## src/rtl/inst_fetch_pkg.sv

```systemverilog
// Shared fetch/decode definitions: reset address, the canonical NOP,
// RV32I major opcodes and the types used inside the fetch unit.
package inst_fetch_pkg;

  localparam logic [31:0] RESET_PC = 32'h0000_3000;
  localparam logic [31:0] NOP      = 32'h0000_0013;

  // RV32I major opcodes (inst[6:0]) shared by fetch and decode
  localparam logic [6:0] OPC_LUI      = 7'b0110111;
  localparam logic [6:0] OPC_AUIPC    = 7'b0010111;
  localparam logic [6:0] OPC_JAL      = 7'b1101111;
  localparam logic [6:0] OPC_JALR     = 7'b1100111;
  localparam logic [6:0] OPC_BRANCH   = 7'b1100011;
  localparam logic [6:0] OPC_LOAD     = 7'b0000011;
  localparam logic [6:0] OPC_STORE    = 7'b0100011;
  localparam logic [6:0] OPC_OP_IMM   = 7'b0010011;
  localparam logic [6:0] OPC_OP       = 7'b0110011;
  localparam logic [6:0] OPC_MISC_MEM = 7'b0001111;
  localparam logic [6:0] OPC_SYSTEM   = 7'b1110011;

  // BOOT is the one idle cycle after reset; RUN fetches continuously
  typedef enum logic {
    FETCH_BOOT = 1'b0,
    FETCH_RUN  = 1'b1
  } fetch_state_t;

  // One buffered instruction together with the address it came from
  typedef struct packed {
    logic [31:0] pc;
    logic [31:0] inst;
  } fetch_entry_t;

  // Force an address onto a word boundary
  function automatic logic [31:0] align_word(input logic [31:0] addr);
    return addr & 32'hFFFF_FFFC;
  endfunction

endpackage

```

## src/rtl/fetch_buf.sv

```systemverilog
// Two-entry FIFO of {pc, inst} between instruction memory and decode.
// Flush empties it in one cycle; a push into a full buffer is an
// upstream bug and is trapped by an assertion.
module fetch_buf
  import inst_fetch_pkg::*;
#(
  parameter int DEPTH = 2
) (
  input  logic         clk,
  input  logic         rst,
  input  logic         push,
  input  logic         pop,
  input  logic         flush,
  input  fetch_entry_t wr_entry,
  output fetch_entry_t head,
  output logic [1:0]   count
);

  localparam logic [1:0] FULL_COUNT = 2'(DEPTH);

  fetch_entry_t slots [DEPTH];
  logic         rd_ptr;
  logic         wr_ptr;
  logic         full;
  logic         empty;
  logic         do_push;
  logic         do_pop;

  // Occupancy flags and guarded push/pop so pointers never run past each other
  always_comb begin
    full    = (count == FULL_COUNT);
    empty   = (count == 2'd0);
    do_pop  = pop && !empty;
    do_push = push && (!full || do_pop);
  end

  // Pointer and count bookkeeping; reset and flush both empty the buffer
  always_ff @(posedge clk) begin
    if (rst || flush) begin
      rd_ptr <= 1'b0;
      wr_ptr <= 1'b0;
      count  <= 2'd0;
    end else begin
      if (do_push) begin
        wr_ptr <= ~wr_ptr;
      end
      if (do_pop) begin
        rd_ptr <= ~rd_ptr;
      end
      count <= count + {1'b0, do_push} - {1'b0, do_pop};
    end
  end

  // Entry storage, cleared on reset so stale words never reappear
  always_ff @(posedge clk) begin
    if (rst) begin
      for (int i = 0; i < DEPTH; i++) begin
        slots[i] <= '0;
      end
    end else if (do_push && !flush) begin
      slots[wr_ptr] <= wr_entry;
    end
  end

  // The oldest entry is always the one under the read pointer
  always_comb begin
    head = slots[rd_ptr];
  end

  // Writing a full buffer without a simultaneous pop means the issue logic is broken
  always_ff @(posedge clk) begin
    if (!rst && !flush) begin
      assert (!(push && full && !pop));
    end
  end

endmodule

```

## src/rtl/inst_fetch.sv

```systemverilog
// Instruction fetch unit: issues sequential word reads to instruction
// memory, buffers up to two returned words with their PCs and hands
// them to decode. A downstream redirect flushes everything in flight
// and restarts fetching at the new target on the following cycle.
module inst_fetch #(
  parameter logic [31:0] RESET_PC  = inst_fetch_pkg::RESET_PC,
  parameter int          BUF_DEPTH = 2
) (
  input  logic        clk,
  input  logic        rst,
  output logic        imem_req,
  output logic [31:0] imem_addr,
  input  logic [31:0] imem_rdata,
  output logic [31:0] inst,
  output logic [31:0] inst_pc,
  output logic        inst_valid,
  input  logic        id_ready,
  input  logic        redirect,
  input  logic [31:0] redirect_pc
);

  import inst_fetch_pkg::*;

  localparam logic [31:0] BOOT_PC   = RESET_PC & 32'hFFFF_FFFC;
  localparam logic [2:0]  BUF_LIMIT = 3'(BUF_DEPTH);

  fetch_state_t state;
  fetch_state_t state_next;
  logic         run;

  logic [31:0]  fetch_pc;
  logic [31:0]  req_pc;
  logic         inflight;
  logic         drop;

  logic [31:0]  redirect_target;
  logic [2:0]   occupancy;
  logic         pop;
  logic         push;
  logic         issue;
  logic         buf_empty;

  fetch_entry_t wr_entry;
  fetch_entry_t head;
  logic [1:0]   count;

  // State register: reset parks the unit in BOOT
  always_ff @(posedge clk) begin
    if (rst) begin
      state <= FETCH_BOOT;
    end else begin
      state <= state_next;
    end
  end

  // Next state: BOOT lasts exactly one cycle, RUN is permanent until reset
  always_comb begin
    state_next = state;
    case (state)
      FETCH_BOOT: state_next = FETCH_RUN;
      FETCH_RUN:  state_next = FETCH_RUN;
      default:    state_next = FETCH_BOOT;
    endcase
  end

  // FSM output: requests are only allowed once running
  always_comb begin
    run = (state == FETCH_RUN);
  end

  // Handshake decisions; redirect and reset override every pop, push and issue
  always_comb begin
    redirect_target = align_word(redirect_pc);
    buf_empty       = (count == 2'd0);
    inst_valid      = !rst && !buf_empty && !redirect;
    pop             = inst_valid && id_ready;
    push            = inflight && !drop && !redirect && !rst;
    occupancy       = {1'b0, count} + {2'b00, inflight} - {2'b00, pop};
    issue           = run && !rst && !redirect && (occupancy < BUF_LIMIT);
    wr_entry.pc     = req_pc;
    wr_entry.inst   = imem_rdata;
  end

  // Memory-side and decode-side outputs; reset forces the documented idle values
  always_comb begin
    imem_req  = issue;
    imem_addr = rst ? BOOT_PC : fetch_pc;
    if (rst) begin
      inst    = 32'h0;
      inst_pc = 32'h0;
    end else if (buf_empty) begin
      inst    = NOP;
      inst_pc = fetch_pc;
    end else begin
      inst    = head.inst;
      inst_pc = head.pc;
    end
  end

  // Fetch PC, inflight tracking and the drop flag for a squashed response
  always_ff @(posedge clk) begin
    if (rst) begin
      fetch_pc <= BOOT_PC;
      req_pc   <= BOOT_PC;
      inflight <= 1'b0;
      drop     <= 1'b0;
    end else begin
      inflight <= issue;
      drop     <= redirect && inflight;
      if (issue) begin
        req_pc <= fetch_pc;
      end
      if (redirect) begin
        fetch_pc <= redirect_target;
      end else if (issue) begin
        fetch_pc <= fetch_pc + 32'd4;
      end
    end
  end

  fetch_buf #(
    .DEPTH (BUF_DEPTH)
  ) u_fetch_buf (
    .clk      (clk),
    .rst      (rst),
    .push     (push),
    .pop      (pop),
    .flush    (redirect),
    .wr_entry (wr_entry),
    .head     (head),
    .count    (count)
  );

endmodule
```

## config.mk

```make
export PLATFORM = sky130hd
export DESIGN_NAME = inst_fetch
export DESIGN_NICKNAME = d
export VERILOG_FILES = /design/src/rtl/inst_fetch_pkg.sv /design/src/rtl/fetch_buf.sv /design/src/rtl/inst_fetch.sv
export SDC_FILE = /design/constraint.sdc
export NUM_CORES = 1
export LEC_CHECK = 0
export CAP_MARGIN = 20
export CORE_MARGIN = 2
export CORE_UTILIZATION = 25
export CTS_CLUSTER_SIZE = 40
export DETAILED_ROUTE_END_ITERATION = 10
export PLACE_DENSITY_LB_ADDON = 0.12
export RECOVER_POWER = 50
export SYNTH_ARGS = -nofsm -noshare
export SYNTH_HDL_FRONTEND = slang
export SYNTH_SLANG_ARGS = --single-unit
```

## constraint.sdc

```tcl
create_clock -name clk -period 6.4 [get_ports clk]
set_input_delay 1.28 -clock clk [delete_from_list [all_inputs] [get_ports clk]]
set_output_delay 1.28 -clock clk [all_outputs]
set_load 0.005 [all_outputs]
```

# After elaboration in Yosys (flattened, before gate mapping)
# Memories as Yosys holds them, arrays and structs flattened. A register that Yosys moved wholly into a read port is not among the register bits.
# Index checks and enable logic that the tools add are counted.
[totals]
inputBits = 68
register_bits = 71
n_memories = 1
ramBits = 128
[memory_table]
columns = ["name", "depth", "width", "rd", "rd_clocked_by_memory_dff", "wr", "line", "source"]
rows = [
  ["u_fetch_buf.slots", 2, 64, 1, 1, 2, "fetch_buf.sv:21", "fetch_entry_t slots [DEPTH];"],
]
[classes]
reduce_logical = 24
bitwise = 2
eq_ne = 1
order_cmp = 1
n_mux = 18
add_sub_neg = 5
[op_table]
columns = ["cell", "count"]
rows = [
  ["two-way mux 32 bit", 7],
  ["two-way mux 64 bit", 1],
  ["OR reduction 64 bit", 1],
  ["adder 32 x 3 -> 32 bit (second input constant)", 1],
  ["logical AND 1 bit", 13],
  ["two-way mux 1 bit", 10],
  ["zero test 1 bit", 5],
  ["adder 2 x 1 -> 3 bit", 1],
  ["less-than comparator 3 x 2 -> 1 bit (second input constant)", 1],
  ["subtractor 3 x 1 -> 3 bit", 1],
  ["adder 2 x 1 -> 2 bit", 1],
  ["== test 2 bit (second input constant)", 1],
  ["zero test 2 bit", 1],
  ["logical OR 1 bit", 2],
  ["inverter 1 bit", 2],
  ["nonzero test 2 bit", 1],
  ["OR reduction 2 bit", 1],
  ["subtractor 2 x 1 -> 2 bit", 1],
]

# Longest topological paths before layout
# Gate-level depths: netlist (run 1).
[depth]
word_depth = 14
depth_mapped = 14
mapped_depth_nobuf = 10

# Hierarchy
# A second synthesis (run 1) with hierarchy kept.
[hier_totals]
cells_unflattened = 884
area_unflattened_um2 = 9736.8
[modules_own_cells]
columns = ["module", "instances", "seq_area_each_um2", "area_per_inst_um2", "cells_per_inst"]
rows = [
  ["fetch_buf", 1, 3943.8, 5883.1, 366],
  ["inst_fetch", 1, 1261.2, 3853.7, 518],
]

# Worst setup path before layout (run 1)
# Ideal clock, no wire load.
[synth_path]
path_kind = "input -> output"
startpoint = "in rst"
endpoint = "out imem_req"
cell_stages = 12
path_slack_ps = 1514
required_ps = 5120
arrival_time_ps = 3606
cell_sequence = "buf_6 clkbuf_1 nor2_1 and3_1 ha_1 nand2b_1 fa_1 and4bb_4 nand2_2 inv_2 buf_2 buf_2"
[synth_between]
elab_chain_len = 7
word_cells_on_any_way = 9
cone_classes = "add/sub: 1; order compare: 1; reduce/logical: 7"
[synth_lines]
columns = ["element", "line", "source"]
rows = [
  ["from (decl)", "inst_fetch.sv:10", "input logic rst,"],
  ["zero test 1 bit (*)", "n/a", ""],
  ["logical AND 1 bit (2 in a row)", "inst_fetch.sv:75", "inst_valid = !rst && !buf_empty && !redirect;"],
  ["logical AND 1 bit", "inst_fetch.sv:76", "pop = inst_valid && id_ready;"],
  ["subtractor 3 x 1 -> 3 bit", "inst_fetch.sv:78", "occupancy = {1'b0, count} + {2'b00, inflight} - {2'b00, pop};"],
  ["less-than comparator 3 x 2 -> 1 bit", "inst_fetch.sv:79", "issue = run && !rst && !redirect && (occupancy < BUF_LIMIT);"],
  ["logical AND 1 bit (*)", "inst_fetch.sv:79", ""],
  ["to (decl)", "inst_fetch.sv:11", "output logic imem_req,"],
]
# Mark *: on every way between the ends. The rest lies on a longest branch, timed or not.

==> results by group, run 1 <==
STA
  • Slew Limit Fails: 173
  • Final hold viol count: 0
  • Fin crit period: 5506 ps
  • Final setup fails: 0
  • Final Cycle Share: 86.03%
  • Normalized max-slew margin: -27.34%
  • Fin worst setup slack: 894.3 ps
  • Final setup TNS: 0 ps
  • Unrepaired setup endpoints after global routing: no
  • Fmax: 181.6 MHz
  • Skew final: 12.08 ps
  • Slew at the pin closest to its max-slew limit: 1910 ps

Global routing
  • GRT overflow: 0
  • Initial antenna violation count: 0
  • Vias in the first global route: 7163
  • All-Layer GR Usage: 15.16%
  • Largest net degree at the start of global routing: 68
  • First-pass GRT wire length: 44.27 mm

Yosys
  • Proportion of synthesized area in mux cells: 6.686%
  • #FFs+latches synth: 192
  • Syn Inst Count: 914
  • Synth Area per Inst: 10.34 um2
  • Post-synth EDFFs: 124
  • Synth unique cells: 64
  • Compound-Gate Fraction of Synth Area: 10.43%
  • Largest family of logic cells by synthesized area: simple AND/OR/NAND/NOR gates
  • Sequential share of the synthesized area: 53.81%
  • Synth Area in XOR/XNOR: 0.5561%
  • Count leader, synth: edfxtp_1
  • Ys flop type: edfxtp_1
  • Async S/R FF share, synth: 0%
  • Synth area leaders: edfxtp_1 (39%), dfxtp_1 (14%), mux2i_1 (6.6%), and2_1 (4.6%), and3_1 (4.6%)
  • Yosys top cell area share: 39.40%
  • Simple-Gate Fraction of Synth Area: 22.77%
  • Yosys Warn Count: 0
  • Synth top cells by count: edfxtp_1 (124), nand2_1 (88), nor2_1 (71)
  • Cell Area, Synth: 9450 um2
  • Synth Area in Adders: 0.7414%
  • Most area-hungry cell type in the Yosys netlist: edfxtp_1

Worst setup path
  • Critical path type: in -> reg
  • Reg2reg setup slack: 2760 ps
  • Worst Path Required: 6520 ps
  • Worst setup SP type: input pin
  • CP endpoint kind: flip-flop
  • Worst r2r dst: fetch_pc[30]
  • Reg-to-Reg Start: u_fetch_buf.count[1]
  • Crit path DAT: 5630 ps
  • Reg2Reg Depth: 9
  • Worst-path fanout max: 48

Placement
  • Post-DP Area: 11420 um2
  • IO Port Bufs: 159
  • Place WS: 998.1 ps
  • Final HPWL DP: 17.54 mm
  • GP Congestion: 0.7566

Drt
  • Vias: 7244
  • DR DRC count: 0
  • Vias per cell: 4.698
  • Detail Route Antenna Nets: 0
  • Violation count after the first detailed-route iteration: 455
  • Total Wirelength: 29.48 mm
  • Detailed-routing wirelength on met1: 13.73 mm
  • Met3 wire length: 1.160 mm
  • Highest metal used: met4
  • Drt pass-1 iters: 5
  • Routed len/inst: 19.12 um
  • Met2 wire length: 14.29 mm

Pwr
  • Overall Power: 0.002678 W
  • IR drop worst, VDD: 0.2013 mV
  • Power Dens Cells: 224.4 nW/um2
  • Leak Pwr: 4.157 nW

CTS
  • Total CTS buffers: 17
  • Hold_buf cts: 0
  • CTS tree: built
  • Post-CTS Resized: 0
  • Clock Pin Slew Worst Setup and Hold Paths: 70 ps
  • CTS Sinks: 192
  • # Post-CTS Setup Buffers: 0
  • Clock Latency Late Sink: 450 ps
  • Clk buf depth: 2
  • Root buf cell: clkbuf_16
  • CTS H-tree depth: 4

Min path
  • Hold depth: 2
  • Min-Delay Path Class: reg -> reg
  • Hold path endpoint: req_pc[26]
  • Min-delay src: req_pc[26]

Run status
  • Violated checks: max-capacitance violations, max-slew violations
  • Outcome: finished with violations

Floorplanning
  • Initial core utilization: 25.21%
  • I/O pin total: 166
  • Site Rows: 71
  • Die width: 198.4 um
  • Die H: 198.4 um
  • Total core area: 37490 um2
  • DIE AREA: 39370 um2

Layout
  • Diode count: 0
  • Fraction of layout cells with a size suffix above 1: 4.947%
  • Area Growth Syn to Fin: 26.25%
  • # nets final: 1091
  • Final Cell Area: 11930 um2
  • Fill cells: 3908
  • Area of the multi-input gates: 3897 um2
  • FF+latch area: 5090 um2

Job
  • Maxcap violations: 4
## metrics by stage
step                util (%)  std cells  hold WS, ps
finish                 31.83       1542        459.8
global route           31.83       1542        485.0
CTS                    31.96       1542        463.8
detailed placement     30.47       1510        454.9
global placement       30.47       1510        447.2
floorplan                  -        917        440.3
## routing by layer
layer | track usage (%) | vias to the layer above
met2 | 25.59 | 171
li1 | - | 3513
met4 | 3.925 | 0
met5 | 0 | -
met1 | 19.96 | 3539
met3 | 2.815 | 21
## final cells by class
cell class,count,area share [%]
clock buffer,22,4.090
multi-input combinational,621,32.67
tap,511,5.359
inverter,11,0.3461
sequential,192,42.66
timing repair buffer,175,14.28
clock inverter,10,0.5977
## how the worst max path moves through the flow
stage	from	end	slack [ps]
global route	redirect	u_fetch_buf.slots[0][51]	550
CTS	redirect	imem_req	980
global placement	redirect	imem_req	990
finish	redirect	u_fetch_buf.slots[0][51]	890
floorplan	rst	imem_req	1510
detailed placement	redirect	imem_req	1000
## worst max-delay path: stages
cell and delay [ps]:
dlygate4sd3_1 550, clkbuf_1 720, or2_0 570, nor4b_1 390, buf_4 440, nor2b_1 200
or2_0 1030, buf_12 400
## placed cells by master, fill, tap and decap left out, drive strengths merged, types with 12 or more instances in the layout
cell type,n
nor2,71
dfxtp,68
and2,69
inv,16
dlygate4sd3,23
edfxtp,124
nor2b,27
and3,69
nand2,89
a21oi,48
nand3,16
buf,12
a211oi,32
clkdlybuf4s50,135
mux2i,62
o211ai,16
clkbuf,27
## registers in the layout, indices dropped and copies added (netlist names), named ones only
signal              count
u_fetch_buf.rd_ptr      1
drop                    1
u_fetch_buf.slots     124
fetch_pc               30
u_fetch_buf.wr_ptr      1
inflight                1
run                     1
req_pc                 30
u_fetch_buf.count       2
## power breakdown
| group | internal (W) | switching, W | total [W] |
|---|---|---|---|
| registers | 0.00136 | 0.0000406 | 0.00140 |
| clock network | 0.000549 | 0.000497 | 0.00105 |
| logic | 0.000108 | 0.000121 | 0.000229 |
| total | 0.00202 | 0.000658 | 0.00268 |
## cells by family (layout without fill, tap and decap cells)
logic type                 count (synthesis)  count (layout)
muxes                                     63              63
xor gates and xnor gates                   6               6
DFF                                      192             192
buffers and inverters                    104             218
other                                      1               4
AOI/OAI and AO/OA                        144             144
adders and majority gates                  5               5
and+or+nand+nor                          399             399
(Power assumes the default switching activity.)
==> run 2: changes to the inputs <==
--- a/config.mk
+++ b/config.mk
@@ -10,7 +10,8 @@
 export CORE_UTILIZATION = 25
 export CTS_CLUSTER_SIZE = 40
 export DETAILED_ROUTE_END_ITERATION = 10
-export PLACE_DENSITY_LB_ADDON = 0.12
+export DONT_BUFFER_PORTS = 1
+export PLACE_DENSITY = 0.35
 export RECOVER_POWER = 50
 export SYNTH_ARGS = -nofsm -noshare
 export SYNTH_HDL_FRONTEND = slang
==> run 2 against run 1 <==
  * The run still ends with max-capacitance violations, max-slew violations left
  * Design area down 13%
  * Die area unchanged
  * Flip-flop and latch count unchanged
  * Power down 0.47%
  * Critical path depth down 2
==> results by group, run 2 (synthesized netlist as in run 1, its figures left out) <==
Layout
  • Top Registers: u_fetch_buf.slots: 124 flops, fetch_pc: 30 flops, req_pc: 30 flops (unchanged)
  • Area of the multi-input gates: 3901 um2 (was 3897 um2)
  • FF+latch area: 5092 um2 (was 5090 um2)
  • # nets final: 930 (was 1091)
  • Biggest register: u_fetch_buf.slots (unchanged)
  • Fraction of layout cells with a size suffix above 1: 5.632% (was 4.947%)
  • Commonest non-fill, non-tap cells in the layout: edfxtp_1 (124), nand2_1 (88), nor2_1 (71) (was clkdlybuf4s50_1 (135), edfxtp_1 (124), nand2_1 (88))
  • Number of flip-flops in the largest register: 124 (unchanged)
  • Area Growth Syn to Fin: 9.838% (was 26.25%)
  • Fin cells: 1383 (was 1542)
  • Most common cell after layout, fill and taps aside: edfxtp_1 (was clkdlybuf4s50_1)
  • Final Cell Area: 10380 um2 (was 11930 um2)
  • Fill cells: 4041 (was 3908)

Floorplanning
  • Die H: 198.4 um (unchanged)
  • Initial core utilization: 25.21% (unchanged)
  • Total core area: 37490 um2 (unchanged)
  • Site Rows: 71 (unchanged)
  • I/O pin total: 166 (unchanged)
  • DIE AREA: 39370 um2 (unchanged)
  • Die width: 198.4 um (unchanged)

Placement
  • Place WS: 1900 ps (was 998.1 ps)
  • Final HPWL DP: 17.23 mm (was 17.54 mm)
  • Post-DP Area: 9817 um2 (was 11420 um2)
  • Placed Cells: 1349 (was 1510)
  • IO Port Bufs: 0 (was 159)
  • GP Congestion: 0.7105 (was 0.7566)

Drt
  • DR DRC count: 0 (unchanged)
  • Vias: 6608 (was 7244)
  • Routed len/inst: 21.75 um (was 19.12 um)
  • Total Wirelength: 30.08 mm (was 29.48 mm)
  • Detail Route Antenna Nets: 0 (unchanged)
  • Violation count after the first detailed-route iteration: 411 (was 455)
  • Vias per cell: 4.778 (was 4.698)
  • Drt pass-1 iters: 4 (was 5)

Run status
  • Outcome: finished with violations (unchanged)
  • Violated checks: max-capacitance violations, max-slew violations (unchanged)

Global routing
  • Grt peak-use layer: met2 (unchanged)
  • Vias in the first global route: 6670 (was 7163)
  • GRT overflow: 0 (unchanged)
  • Largest net degree at the start of global routing: 119 (was 68)
  • GR Util met3: 4.408% (was 2.815%)
  • First-pass GRT wire length: 44.50 mm (was 44.27 mm)
  • Met1 Use GR: 19.46% (was 19.96%)
  • All-Layer GR Usage: 15.47% (was 15.16%)
  • Initial antenna violation count: 3 (was 0)
  • GR Util met2: 25.99% (was 25.59%)

Pwr
  • Seq pwr share: 52.7% (was 52.4%)
  • NetSw: 0.0006401 W (was 0.0006579 W)
  • Internal Power: 0.002025 W (was 0.002020 W)
  • Switching Fraction: 24.02% (was 24.57%)
  • Leak Pwr: 3.528 nW (was 4.157 nW)
  • Power Dens Cells: 256.7 nW/um2 (was 224.4 nW/um2)
  • Comb pwr share: 5.0% (was 8.5%)
  • IR drop worst, VDD: 0.1934 mV (was 0.2013 mV)
  • Clock power share: 42.2% (was 39.1%)

CTS
  • Hold_buf cts: 0 (unchanged)
  • Root buf cell: clkbuf_16 (unchanged)
  • CTS H-tree depth: 4 (unchanged)
  • Clk buf depth: 2 (unchanged)
  • Clock Pin Slew Worst Setup and Hold Paths: 70 ps (about the same)
  • CTS Sinks: 192 (unchanged)
  • Total CTS buffers: 17 (unchanged)
  • # Post-CTS Setup Buffers: 0 (unchanged)
  • Clock Latency Late Sink: 450 ps (about the same)
  • CTS tree: built (unchanged)
  • Post-CTS Resized: 0 (unchanged)

STA
  • Final setup fails: 0 (unchanged)
  • Normalized max-slew margin: -16.16% (was -27.34%)
  • Unrepaired setup endpoints after global routing: no (unchanged)
  • Final hold viol count: 0 (unchanged)
  • Final Cycle Share: 70.28% (was 86.03%)
  • Slew Limit Fails: 113 (was 173)
  • Skew final: 13.58 ps (was 12.08 ps)
  • Fin crit period: 4498 ps (was 5506 ps)
  • Hold Slack: 461.8 ps (was 459.8 ps)
  • Slew at the pin closest to its max-slew limit: 1738 ps (was 1910 ps)
  • Fin worst setup slack: 1902 ps (was 894.3 ps)
  • Final setup TNS: 0 ps (unchanged)
  • Fmax: 222.3 MHz (was 181.6 MHz)

Job
  • Maxcap violations: 3 (was 4)

Worst setup path
  • Worst setup SP type: input pin (unchanged)
  • Worst-path fanout max: 118 (was 48)
  • Worst Path Required: 6440 ps (was 6520 ps)
  • Crit path DAT: 4540 ps (was 5630 ps)
  • CP endpoint kind: flip-flop (unchanged)
  • Critical path type: in -> reg (unchanged)

Min path
  • Min-Delay Path Class: reg -> reg (unchanged)
==> run 2: layout make-up <==
type                    instances  area share (%)
clock inverters                12           1.543
diodes                          2         0.04822
flip-flops and latches        192           49.06
clock buffers                  20           4.207
well taps                     511           6.160
repair buffers                 14           1.000
multi-input cells             621           37.58
inverters                      11          0.3978
==> run 2: per-layer routing <==
metal	up-vias	wire (um)
met4	0	323
met1	3262	13260
met2	144	14580
met3	22	1910
li1	3180	-
met5	-	0
==> run 2: worst paths after layout <==
kind / startpoint / to / slack [ps] / depth (start not counted)
max: rst / u_fetch_buf.slots[0][41] / 1900 / 6
min: req_pc[16] / req_pc[16] / 460 / 2
max reg2reg: u_fetch_buf.count[1] / u_fetch_buf.slots[0][41] / 2660 / 6
min reg2reg: req_pc[16] / req_pc[16] / 460 / 2
==> run 2: through the flow <==
step	util (%)	power [W]
finish	27.69	0.002665
global route	27.69	0.002766
CTS	27.78	0.002713
detailed placement	26.19	0.001574
global placement	26.19	0.001574
floorplan	-	0.001530
==> run 2: power by group through the flow <==
stage,combinational (W),sequential [W],clock [W]
finish,0.000134,0.00140,0.00113
global route,0.000151,0.00141,0.00120
CTS,0.000141,0.00141,0.00117
floorplan,0.000121,0.00141,0
detailed placement,0.000140,0.00143,0
global placement,0.000140,0.00143,0
==> run 2: worst max-delay path, stage by stage <==
cell and delay [ps]:
or2_0 380, nor4b_1 380, buf_4 760, nor2b_1 240
or2_2 140, clkbuf_1 1220
